**config.mk**
```make
export PLATFORM = sky130hd
export DESIGN_NAME = mmio_bus_router
export DESIGN_NICKNAME = d
export VERILOG_FILES = /design/src/rtl/mmio_pkg.sv /design/src/rtl/mmio_addr_decode.sv /design/src/rtl/mmio_bus_router.sv
export SDC_FILE = /design/constraint.sdc
export NUM_CORES = 1
export LEC_CHECK = 0
export ABC_AREA = 1
export BUFFER_PORTS_ARGS = -buffer_cell sky130_fd_sc_hd__buf_4
export CAP_MARGIN = 20
export CORE_AREA = 4 4 123 125
export CTS_CLUSTER_DIAMETER = 200
export DETAILED_ROUTE_END_ITERATION = 10
export DIE_AREA = 0 0 127 129
export GPL_ROUTABILITY_DRIVEN = 0
export HOLD_SLACK_MARGIN = 0.15
export PLACE_DENSITY_LB_ADDON = 0.2
export SLEW_MARGIN = 20
export SYNTH_ARGS = -nofsm -noshare
export SYNTH_HDL_FRONTEND = slang
export SYNTH_SLANG_ARGS = --single-unit
```
**constraint.sdc**
```tcl
create_clock -name clk -period 1.5 [get_ports clk]
set_input_delay 0.3 -clock clk [delete_from_list [all_inputs] [get_ports clk]]
set_output_delay 0.3 -clock clk [all_outputs]
set_load 0.02 [all_outputs]
```
**src/rtl/mmio_pkg.sv**
```systemverilog
// Shared definitions for the MMIO data-port router: FSM state encoding and the
// default tag map / readability mask of the standard slave set.
package mmio_pkg;

  typedef enum logic [1:0] {
    ST_IDLE = 2'd0,
    ST_WAIT = 2'd1,
    ST_DONE = 2'd2
  } mmio_state_e;

  localparam logic [3:0] TAG_DDR   = 4'h0;
  localparam logic [3:0] TAG_TIMER = 4'hd;
  localparam logic [3:0] TAG_VMEM  = 4'hc;
  localparam logic [3:0] TAG_KBD   = 4'he;

  // Slave order: 0=DDR (default), 1=timer, 2=VMEM (write-only), 3=keyboard
  localparam logic [15:0] SLAVE_TAGS_DEF = {TAG_KBD, TAG_VMEM, TAG_TIMER, TAG_DDR};
  localparam logic [3:0]  RD_MASK_DEF    = 4'b1011;

endpackage

```
**src/rtl/mmio_addr_decode.sv**
```systemverilog
// Combinational address-tag decoder: picks the lowest-numbered matching slave,
// falling back to slave 0, and reports whether that slave can be read.
module mmio_addr_decode
  import mmio_pkg::*;
#(
  parameter int                              NUM_SLAVES = 4,
  parameter int                              TAG_BITS   = 4,
  parameter int                              IDX_W      = 2,
  parameter logic [NUM_SLAVES*TAG_BITS-1:0]  SLAVE_TAGS = SLAVE_TAGS_DEF,
  parameter logic [NUM_SLAVES-1:0]           RD_MASK    = RD_MASK_DEF
) (
  input  logic [TAG_BITS-1:0]   tag,
  output logic [NUM_SLAVES-1:0] sel,
  output logic [IDX_W-1:0]      idx,
  output logic                  readable
);

  logic [IDX_W-1:0] idx_s;

  // Priority search from the top down so the lowest matching index is kept last
  always_comb begin
    idx_s = {IDX_W{1'b0}};
    for (int i = NUM_SLAVES - 1; i >= 1; i--) begin
      if (tag == SLAVE_TAGS[i*TAG_BITS +: TAG_BITS]) begin
        idx_s = IDX_W'(i);
      end else begin
        idx_s = idx_s;
      end
    end
  end

  assign idx      = idx_s;
  assign sel      = {{(NUM_SLAVES-1){1'b0}}, 1'b1} << idx_s;
  assign readable = RD_MASK[idx_s];

endmodule

```
**src/rtl/mmio_bus_router.sv**
```systemverilog
// Single-master, N-slave MMIO router: registers a one-hot request towards the
// decoded slave, waits for its ready (or a timeout) and returns read data.
module mmio_bus_router
  import mmio_pkg::*;
#(
  parameter int NUM_SLAVES = 4,
  parameter int ADDR_W     = 32,
  parameter int DATA_W     = 32,
  parameter int TAG_HI     = 31,
  parameter int TAG_LO     = 28,
  parameter logic [NUM_SLAVES*(TAG_HI-TAG_LO+1)-1:0] SLAVE_TAGS = SLAVE_TAGS_DEF,
  parameter logic [NUM_SLAVES-1:0] RD_MASK = RD_MASK_DEF,
  parameter int TIMEOUT    = 255,
  parameter int TO_W       = 8
) (
  input  logic                         clk,
  input  logic                         rst,
  input  logic                         cpu_read,
  input  logic                         cpu_write,
  input  logic [ADDR_W-1:0]            cpu_addr,
  input  logic [DATA_W-1:0]            cpu_wdata,
  input  logic [DATA_W/8-1:0]          cpu_byte_en,
  output logic [DATA_W-1:0]            cpu_rdata,
  output logic                         cpu_stall,
  output logic                         cpu_err,
  output logic [NUM_SLAVES-1:0]        s_en,
  output logic                         s_write,
  output logic [ADDR_W-1:0]            s_addr,
  output logic [DATA_W-1:0]            s_wdata,
  output logic [DATA_W/8-1:0]          s_byte_en,
  input  logic [NUM_SLAVES-1:0]        s_ready,
  input  logic [NUM_SLAVES*DATA_W-1:0] s_rdata
);

  localparam int TAG_BITS = TAG_HI - TAG_LO + 1;
  localparam int IDX_W    = (NUM_SLAVES > 1) ? $clog2(NUM_SLAVES) : 1;

  mmio_state_e             state_r, state_next_s;
  logic [IDX_W-1:0]        sel_idx_r;
  logic [TO_W-1:0]         cnt_r;
  logic [NUM_SLAVES-1:0]   dec_sel_s;
  logic [IDX_W-1:0]        dec_idx_s;
  logic                    dec_readable_s;
  logic                    req_s;
  logic                    ready_sel_s;
  logic                    timeout_s;
  logic [DATA_W-1:0]       rdata_sel_s;

  mmio_addr_decode #(
    .NUM_SLAVES (NUM_SLAVES),
    .TAG_BITS   (TAG_BITS),
    .IDX_W      (IDX_W),
    .SLAVE_TAGS (SLAVE_TAGS),
    .RD_MASK    (RD_MASK)
  ) u_decode (
    .tag      (cpu_addr[TAG_HI:TAG_LO]),
    .sel      (dec_sel_s),
    .idx      (dec_idx_s),
    .readable (dec_readable_s)
  );

  assign req_s     = cpu_read | cpu_write;
  assign timeout_s = (cnt_r == TO_W'(TIMEOUT));
  assign cpu_stall = req_s & (state_r != ST_DONE);

  // Route the latched slave's ready and read data; other slaves are ignored
  always_comb begin
    ready_sel_s = 1'b0;
    rdata_sel_s = {DATA_W{1'b0}};
    for (int i = 0; i < NUM_SLAVES; i++) begin
      if (sel_idx_r == IDX_W'(i)) begin
        ready_sel_s = s_ready[i];
        rdata_sel_s = s_rdata[i*DATA_W +: DATA_W];
      end else begin
        ready_sel_s = ready_sel_s;
        rdata_sel_s = rdata_sel_s;
      end
    end
  end

  // Next-state logic; a read of a write-only slave skips straight to DONE
  always_comb begin
    state_next_s = state_r;
    case (state_r)
      ST_IDLE: begin
        if (req_s) begin
          if (cpu_write | dec_readable_s) begin
            state_next_s = ST_WAIT;
          end else begin
            state_next_s = ST_DONE;
          end
        end else begin
          state_next_s = ST_IDLE;
        end
      end
      ST_WAIT: begin
        if (ready_sel_s | timeout_s) begin
          state_next_s = ST_DONE;
        end else begin
          state_next_s = ST_WAIT;
        end
      end
      ST_DONE: state_next_s = ST_IDLE;
      default: state_next_s = ST_IDLE;
    endcase
  end

  // State register
  always_ff @(posedge clk) begin
    if (rst) begin
      state_r <= ST_IDLE;
    end else begin
      state_r <= state_next_s;
    end
  end

  // Request latch, timeout counter and completion registers
  always_ff @(posedge clk) begin
    if (rst) begin
      s_en      <= {NUM_SLAVES{1'b0}};
      s_write   <= 1'b0;
      s_addr    <= {ADDR_W{1'b0}};
      s_wdata   <= {DATA_W{1'b0}};
      s_byte_en <= {(DATA_W/8){1'b0}};
      sel_idx_r <= {IDX_W{1'b0}};
      cnt_r     <= {TO_W{1'b0}};
      cpu_rdata <= {DATA_W{1'b0}};
      cpu_err   <= 1'b0;
    end else begin
      case (state_r)
        ST_IDLE: begin
          cpu_err <= 1'b0;
          if (req_s && (cpu_write || dec_readable_s)) begin
            s_en      <= dec_sel_s;
            s_write   <= cpu_write;
            s_addr    <= cpu_addr;
            s_wdata   <= cpu_wdata;
            s_byte_en <= cpu_byte_en;
            sel_idx_r <= dec_idx_s;
            cnt_r     <= {TO_W{1'b0}};
          end else if (req_s) begin
            cpu_rdata <= {DATA_W{1'b0}};
          end
        end
        ST_WAIT: begin
          // Ready beats a coincident timeout
          if (ready_sel_s) begin
            s_en      <= {NUM_SLAVES{1'b0}};
            cpu_rdata <= s_write ? {DATA_W{1'b0}} : rdata_sel_s;
          end else if (timeout_s) begin
            s_en      <= {NUM_SLAVES{1'b0}};
            cpu_rdata <= {DATA_W{1'b0}};
            cpu_err   <= 1'b1;
          end else begin
            cnt_r <= cnt_r + TO_W'(1);
          end
        end
        ST_DONE: begin
          cpu_err <= 1'b0;
        end
        default: begin
          s_en    <= {NUM_SLAVES{1'b0}};
          cpu_err <= 1'b0;
        end
      endcase
    end
  end

endmodule

```
==> results by group, run 1 <==
Power and ir drop
  • Maximum vdd drop: between 800 and 900 uV
  • Total power draw: roughly 12 mW
  • Static leakage power: between 4 and 5 nW
  • Pwr/cell area: 1190 nW/um^2

Synthesis
  • Post-synth EDFFs: 0
  • Count of different cell masters after synthesis: 31
  • XOR/XNOR share of the synthesized area: less than 1%
  • Yosys top cell area share: a little over two fifths
  • Most frequent cells after synthesis: nor2_1, nand2_1, o21ai_0, dfxtp_1, nand3_1
  • Syn Inst Count: about 830
  • Yosys reg bits: ~120
  • Register area share after synthesis: a little over two fifths
  • Yosys warns: 0
  • Largest family of logic cells by synthesized area: simple AND/OR/NAND/NOR gates
  • Largest area contributor in the netlist: dfxtp_1
  • Syn Area/Cell: approximately 6.7 sq um
  • Compound-gate portion of the synthesized area: between 10% and 20%
  • Mux cell area share after synthesis: 0%
  • Most used DFF post-synth: dfxtp_1
  • Post-synth design cell area: ~5500 sq um
  • Ys async rst share: 0%
  • Most frequent cell after synthesis: nor2_1
  • Top cells by area, synth: dfxtp_1, nor2_1, o21ai_0, nand2_1, nand3_1
  • Net count after synthesis: between 1000 and 1500
  • Simple-gate share of the synthesized area: approximately a third
  • Adder-Cell Fraction of Synth Area: less than 1%

GRT
  • GRT overflow: 0
  • Gr usage total: about 25%
  • Layer with the highest usage: met2
  • M1 GR Usage: 26.9%
  • M3 GR Usage: around 9%
  • First-pass GRT wire length: about 33000 microns
  • Largest net degree at the start of global routing: ~60
  • Initial antenna violation count: 0
  • Met2 usage: between 40 and 50%
  • Vias in the first global route: 6596

Floorplanning
  • Initial core utilization: between 30 and 40%
  • DIE AREA: 16400 sq um
  • Die Span Y: 129 microns
  • Die X-Extent: approximately 130 microns
  • Io pins: 311
  • Core area: 13900 sq um
  • Rows: 43

Critical path
  • Kind of critical path: reg -> reg
  • Critical Path AT: 1830 ps
  • Critical path startpoint category: flop
  • CP Capture Type: flop
  • Crit path max fanout: 5
  • CP Data Required Time: 1840 ps

Cells and area
  • Seq. cell area: around 2400 sq um
  • Finished Layout Cells: about 1400
  • Share of layout cells above drive strength 1: 36.6%
  • Syn-to-layout area delta: 76.1%
  • Filler Cell Count: between 1000 and 1500
  • Area of the multi-input gates: 2870 sq um
  • Final nets: 1411
  • Antenna cells: 0

Timing
  • Slew Limit Headroom: between 80 and 90%
  • Final setup violating endpoints: 0
  • Final Hold Fails: 0
  • Post-layout min period: about 1500 ps
  • Worst Max-Slew Pin Slew: ~300 ps
  • Unrepaired setup endpoints after global routing: true
  • Final setup skew: about 7.0 ps
  • Fmax: roughly 670 MHz
  • Period utilization: 99.1%
  • Slew Viols, Final: 0

Route
  • Drt pass-1 iters: 5
  • DRT Wirelength: roughly 21000 microns
  • WL/cell: about 15 microns
  • Number of DRC markers in iteration 0: 343
  • Via count: between 6000 and 7000
  • Post-route ant nets: 0
  • Vias per inst: about 4.9
  • Residual DRC: 0

Placement
  • Hpwl dp: 14900 microns
  • Cells after DPL: 1309
  • PortBufs: between 300 and 400

Job
  • Max-cap violations: 0

Clock network
  • Worst-skew pair later-pin latency: 410 ps
  • Clk slew on worst S/H paths: about 50 ps
  • Max Root-Sink Buffers: 2
  • Root Buffer: clkbuf_16
  • H-tree levels: 4
  • Num Clock Sinks: ~120
  • CTS Buf Count: 17
  • TritonCTS clock tree: yes

Run status
  • Outcome: finished clean

Min path
  • Hold Crit Class: in -> reg
[registers in the layout, indices dropped and copies added, names as in the netlist]
register	cells
cpu_rdata	32
sel_idx_r	2
s_en	4
cnt_r	8
cpu_err	1
state_r	2
s_addr	32
s_write	1
s_wdata	32
s_byte_en	4
[report_power, final]
part | switching, mW | total, mW | internal, mW
sequential | 0.219 | 3.74 | 3.52
combinational | 1.95 | 3.60 | 1.65
clock | 1.44 | 4.19 | 2.74
total | 3.62 | 11.5 | 7.91
[layer usage]
layer | share of wire (%) | vias up
met5 | 0 | -
met4 | 2.5 | 0
met3 | 10 | 38
met2 | 50 | 288
met1 | 37 | 3036
li1 | - | 3425
[area by class of cell]
| type | instances | share of cell area (%) |
|---|---|---|
| clock buffers | 21 | 4.86 |
| flip-flops and latches | 118 | 24.5 |
| well taps | 180 | 2.33 |
| inverters | 35 | 1.41 |
| repair buffers | 413 | 35.7 |
| clock inverters | 11 | 1.54 |
| multi-input cells | 621 | 29.7 |
[path summary, 6_finish.rpt]
path | start | end | slack (ps) | depth (start not counted)
max | sel_idx_r[0]$_SDFFE_PP0P_ | cpu_rdata[18]$_SDFFE_PP0P_ | 10 | 10
min | cpu_wdata[26] | s_wdata[26]$_SDFFE_PP0P_ | 150 | 3
max reg2reg | sel_idx_r[0]$_SDFFE_PP0P_ | cpu_rdata[18]$_SDFFE_PP0P_ | 10 | 10
min reg2reg | s_addr[1]$_SDFFE_PP0P_ | s_addr[1]$_SDFFE_PP0P_ | 480 | 2
[per-stage QoR]
step                      setup slack (ps)  hold WS [ps]  TNS, ps  cell area [sq um]  util, %
final                                 13.0           151        0               9680     69.8
after global routing                 -89.8           150    -2080               9680     69.8
after CTS                            -16.8           150     -166               9480     68.3
after detailed placement             -53.2           472     -552               8280     59.6
after global placement               -20.9           463    -72.6               8280     59.6
after floorplan                       5.06           447        0               5500        -
[worst max-delay path: stages, from the launching register on]
cell,delay [ps]
dfxtp_4,360
buf_6,130
nor2_4,120
nand2_2,80
nand3_4,70
nand2_4,80
nor2_4,130
buf_6,150
clkbuf_16,150
nand2_2,50
a21oi_2,110
[cell families (layout without fill, tap and decap cells)]
| group | count (synthesis) | count (layout) |
|---|---|---|
| xor gates and xnor gates | 3 | 3 |
| and+or+nand+nor | 447 | 447 |
| adders and majority gates | 1 | 1 |
| DFF | 118 | 118 |
| AOI/OAI and AO/OA | 170 | 170 |
| buffers and inverters | 86 | 480 |
[placed cells by master, fill, tap and decap left out, types with 2 or more instances in the layout]
cell type and instances:
inv_2 5, nand3_4 2, nor3_1 2, clkbuf_16 19
buf_4 341, nor2_4 5, clkbuf_8 3, o21ai_1 9
xor2_1 2, buf_12 12, clkinvlp_4 3, inv_4 2
clkinv_2 2, bufinv_16 3, a21oi_2 7, nand2_4 2
nor2_2 5, nor2_1 222, nand4_1 3, dlygate4sd3_1 50
dfxtp_2 4, buf_6 7, inv_1 28, o21ai_0 116
clkinv_4 3, a21oi_1 34, dfxtp_4 2, nand3_1 59
dfxtp_1 112, nand2_1 132, nand2_2 9
[repair_timing]
| action | in CTS | in global routing |
|---|---|---|
| hold endpoints to repair | 50 | 0 |
| setup endpoints to repair | 36 | 87 |
| resized for setup | 9 | 52 |
| pin swaps | 4 | 26 |
| hold buffers | 50 | 0 |
| buffers inserted | 4 | 1 |
| cloned | 1 | 2 |
Power figures use the tool's default switching activity.
==> inputs of run 2 (changes only) <==
CORE_AREA = 2 2 121 123   (was 4 4 123 125)
DIE_AREA = 0 0 123 125   (was 0 0 127 129)
==> run 2 against run 1 <==
  * Clock power down 5.3%
  * Core utilization decreased by 0.78 points
  * Clock skew up 1.9 ps
  * Power shrank 1.3%
  * Global-route usage shrank 0.13 points
  * Worst setup slack better by 22 ps
  * Largest power group unchanged
  * Highest routed layer unchanged
==> results by group, run 2 (same netlist as run 1, synthesis figures left out) <==
Floorplanning
  • Die Span Y: ~130 microns
  • DIE AREA: around 15000 sq um
  • Die X-Extent: approximately 120 microns
  • Initial core utilization: 38.7%
  • Rows: 44
  • Core area: roughly 14000 sq um
  • Io pins: between 300 and 400

Clock network
  • Clk slew on worst S/H paths: roughly 50 ps
  • CTS Buf Count: 17
  • H-tree levels: 4
  • Num Clock Sinks: around 120
  • Max Root-Sink Buffers: 2
  • Worst-skew pair later-pin latency: approximately 410 ps
  • TritonCTS clock tree: yes
  • Root Buffer: clkbuf_16

Power and ir drop
  • Maximum vdd drop: roughly 950 uV
  • Static leakage power: between 4 and 5 nW
  • Pwr/cell area: between 1000 and 1500 nW/um^2

Placement
  • Post-DP Area: just over 8000 sq um
  • Dpl ws: -57.0 ps
  • Hpwl dp: 13700 microns
  • PortBufs: 310

Critical path
  • Crit path max fanout: 7
  • Critical path startpoint category: flop
  • Critical Path AT: 1760 ps
  • Reg2Reg Setup Slack: 30 ps
  • CP max-delay cell: dfxtp_4
  • Worst path buffer plus inverter count: 1
  • Kind of critical path: reg -> reg
  • Reg2Reg Depth: 7
  • CP Capture Type: flop
  • CP Cell Sequence: nand2_4, or2_4, nand2_8, nand3_4, buf_2, a21oi_1, nor2_1
  • CP Data Required Time: 1800 ps
  • Reg2reg end: s_en[3]$_SDFFE_PP0P_
  • Reg-to-Reg Start: sel_idx_r[0]$_SDFFE_PP0P_
  • Critical path's top delay family: simple AND/OR/NAND/NOR gates
  • CP max stage delay: ~420 ps

Timing
  • Post-layout min period: around 1500 ps
  • Worst Max-Slew Pin Slew: ~320 ps
  • Fmax: a little under 700 MHz
  • Worst setup margin: between 30 and 40 ps
  • Final Hold Fails: 0
  • Unrepaired setup endpoints after global routing: true
  • Slew Limit Headroom: between 70% and 80%
  • Period utilization: a little over nine tenths
  • Final setup skew: ~9 ps
  • Final setup violating endpoints: 0
  • Slew Viols, Final: 0

Route
  • Drt pass-1 iters: 7
  • Residual DRC: 0
  • Post-route ant nets: 0
  • WL/cell: roughly 14 microns
  • Via count: 6810
  • Vias per inst: between 4 and 5
  • Number of DRC markers in iteration 0: between 300 and 400
  • DRT Wirelength: ~20000 microns

Cells and area
  • Commonest cells after routing, fill and taps aside: buf_4, nor2_1, nand2_1
  • Share of layout cells above drive strength 1: 36.4%
  • Final nets: around 1400
  • Syn-to-layout area delta: 78.2%
  • Most common cell after layout, fill and taps aside: buf_4
  • Antenna cells: 0
  • Fin area: between 9000 and 10000 sq um
  • Top Registers: cpu_rdata: 32 flops, s_addr: 32 flops, s_wdata: 32 flops

GRT
  • Largest net degree at the start of global routing: 50
  • Initial antenna violation count: 0
  • First-pass GRT wire length: ~30000 microns
  • GRT overflow: 0
  • Vias in the first global route: 6368
  • Gr usage total: between 20% and 30%

Min path
  • Hold Path Depth: 3
  • Hold Crit Start: cpu_addr[5]
  • Hold EP: s_addr[5]$_SDFFE_PP0P_
  • Hold Crit Class: in -> reg

Run status
  • Outcome: finished clean

Job
  • Max-cap violations: 0
run 2: changes by cell type in the layout (fill, tap and decap cells not counted), sizes merged:
cell         change
buf              -6
bufinv           -1
clkbuf           +3
clkinvlp         +1
dlygate4sd3      +8
inv              -1
run 2: layout make-up:
cell class | count | area [sq um]
flip-flops and latches | 118 | 2370
inverters | 35 | 141
fillers | 1203 | 4410
well taps | 184 | 230
clock inverters | 10 | 125
multi-input cells | 621 | 2910
repair buffers | 418 | 3560
clock buffers | 21 | 460
run 2: routing by layer:
metal,vias up,share of wire (%),GRT usage [%]
met3,37,9.3,8.76
met2,265,51,43.7
li1,3440,-,-
met1,3068,37,26.6
met4,0,2.7,8.29
met5,-,0,0
run 2: timing repair:
item,in CTS,in global routing
resized for setup,7,57
buffers inserted,1,3
endpoints found under the hold margin,58,0
pin swaps,2,18
setup endpoints to repair,45,54
gates cloned,0,8
hold buffers,58,0
run 2: metrics by stage:
stage	hold slack, ps	power [mW]	TNS [ps]	std cells	utilization, %
2_1_floorplan	447	5.53	0	825	-
3_3_place_gp	462	7.00	-15.3	1306	57.9
3_5_place_dp	472	7.03	-1050	1306	57.9
4_1_cts	152	11.2	0	1396	66.4
5_1_grt	165	12.0	-580	1407	69.0
6_report	160	11.4	0	1407	69.0
run 2: report_power, final:
group | internal, mW | total (mW) | leakage, nW | switching, mW
sequential | 3.52 | 3.75 | 0.976 | 0.228
combinational | 1.70 | 3.67 | 3.39 | 1.97
clock | 2.53 | 3.97 | 0.272 | 1.44
run 2: worst min-delay path, stage by stage:
cell and delay, ps:
buf_4 80, o21ai_1 60, nor2_1 90
run 2: worst max-delay path by stage:
| stage | start | to | slack [ps] | depth (start not counted) |
|---|---|---|---|---|
| floorplan | cnt_r[0]$_SDFFE_PP0P_ | cpu_rdata[20]$_SDFFE_PP0P_ | 5 | 9 |
| global placement | cpu_addr[31] | s_addr[29]$_SDFFE_PP0P_ | -20 | 9 |
| detailed placement | sel_idx_r[0]$_SDFFE_PP0P_ | cpu_rdata[7]$_SDFFE_PP0P_ | -60 | 9 |
| CTS | sel_idx_r[1]$_SDFFE_PP0P_ | cpu_rdata[7]$_SDFFE_PP0P_ | 9 | 8 |
| global route | sel_idx_r[0]$_SDFFE_PP0P_ | s_en[3]$_SDFFE_PP0P_ | -40 | 7 |
| finish | sel_idx_r[0]$_SDFFE_PP0P_ | s_en[3]$_SDFFE_PP0P_ | 30 | 7 |
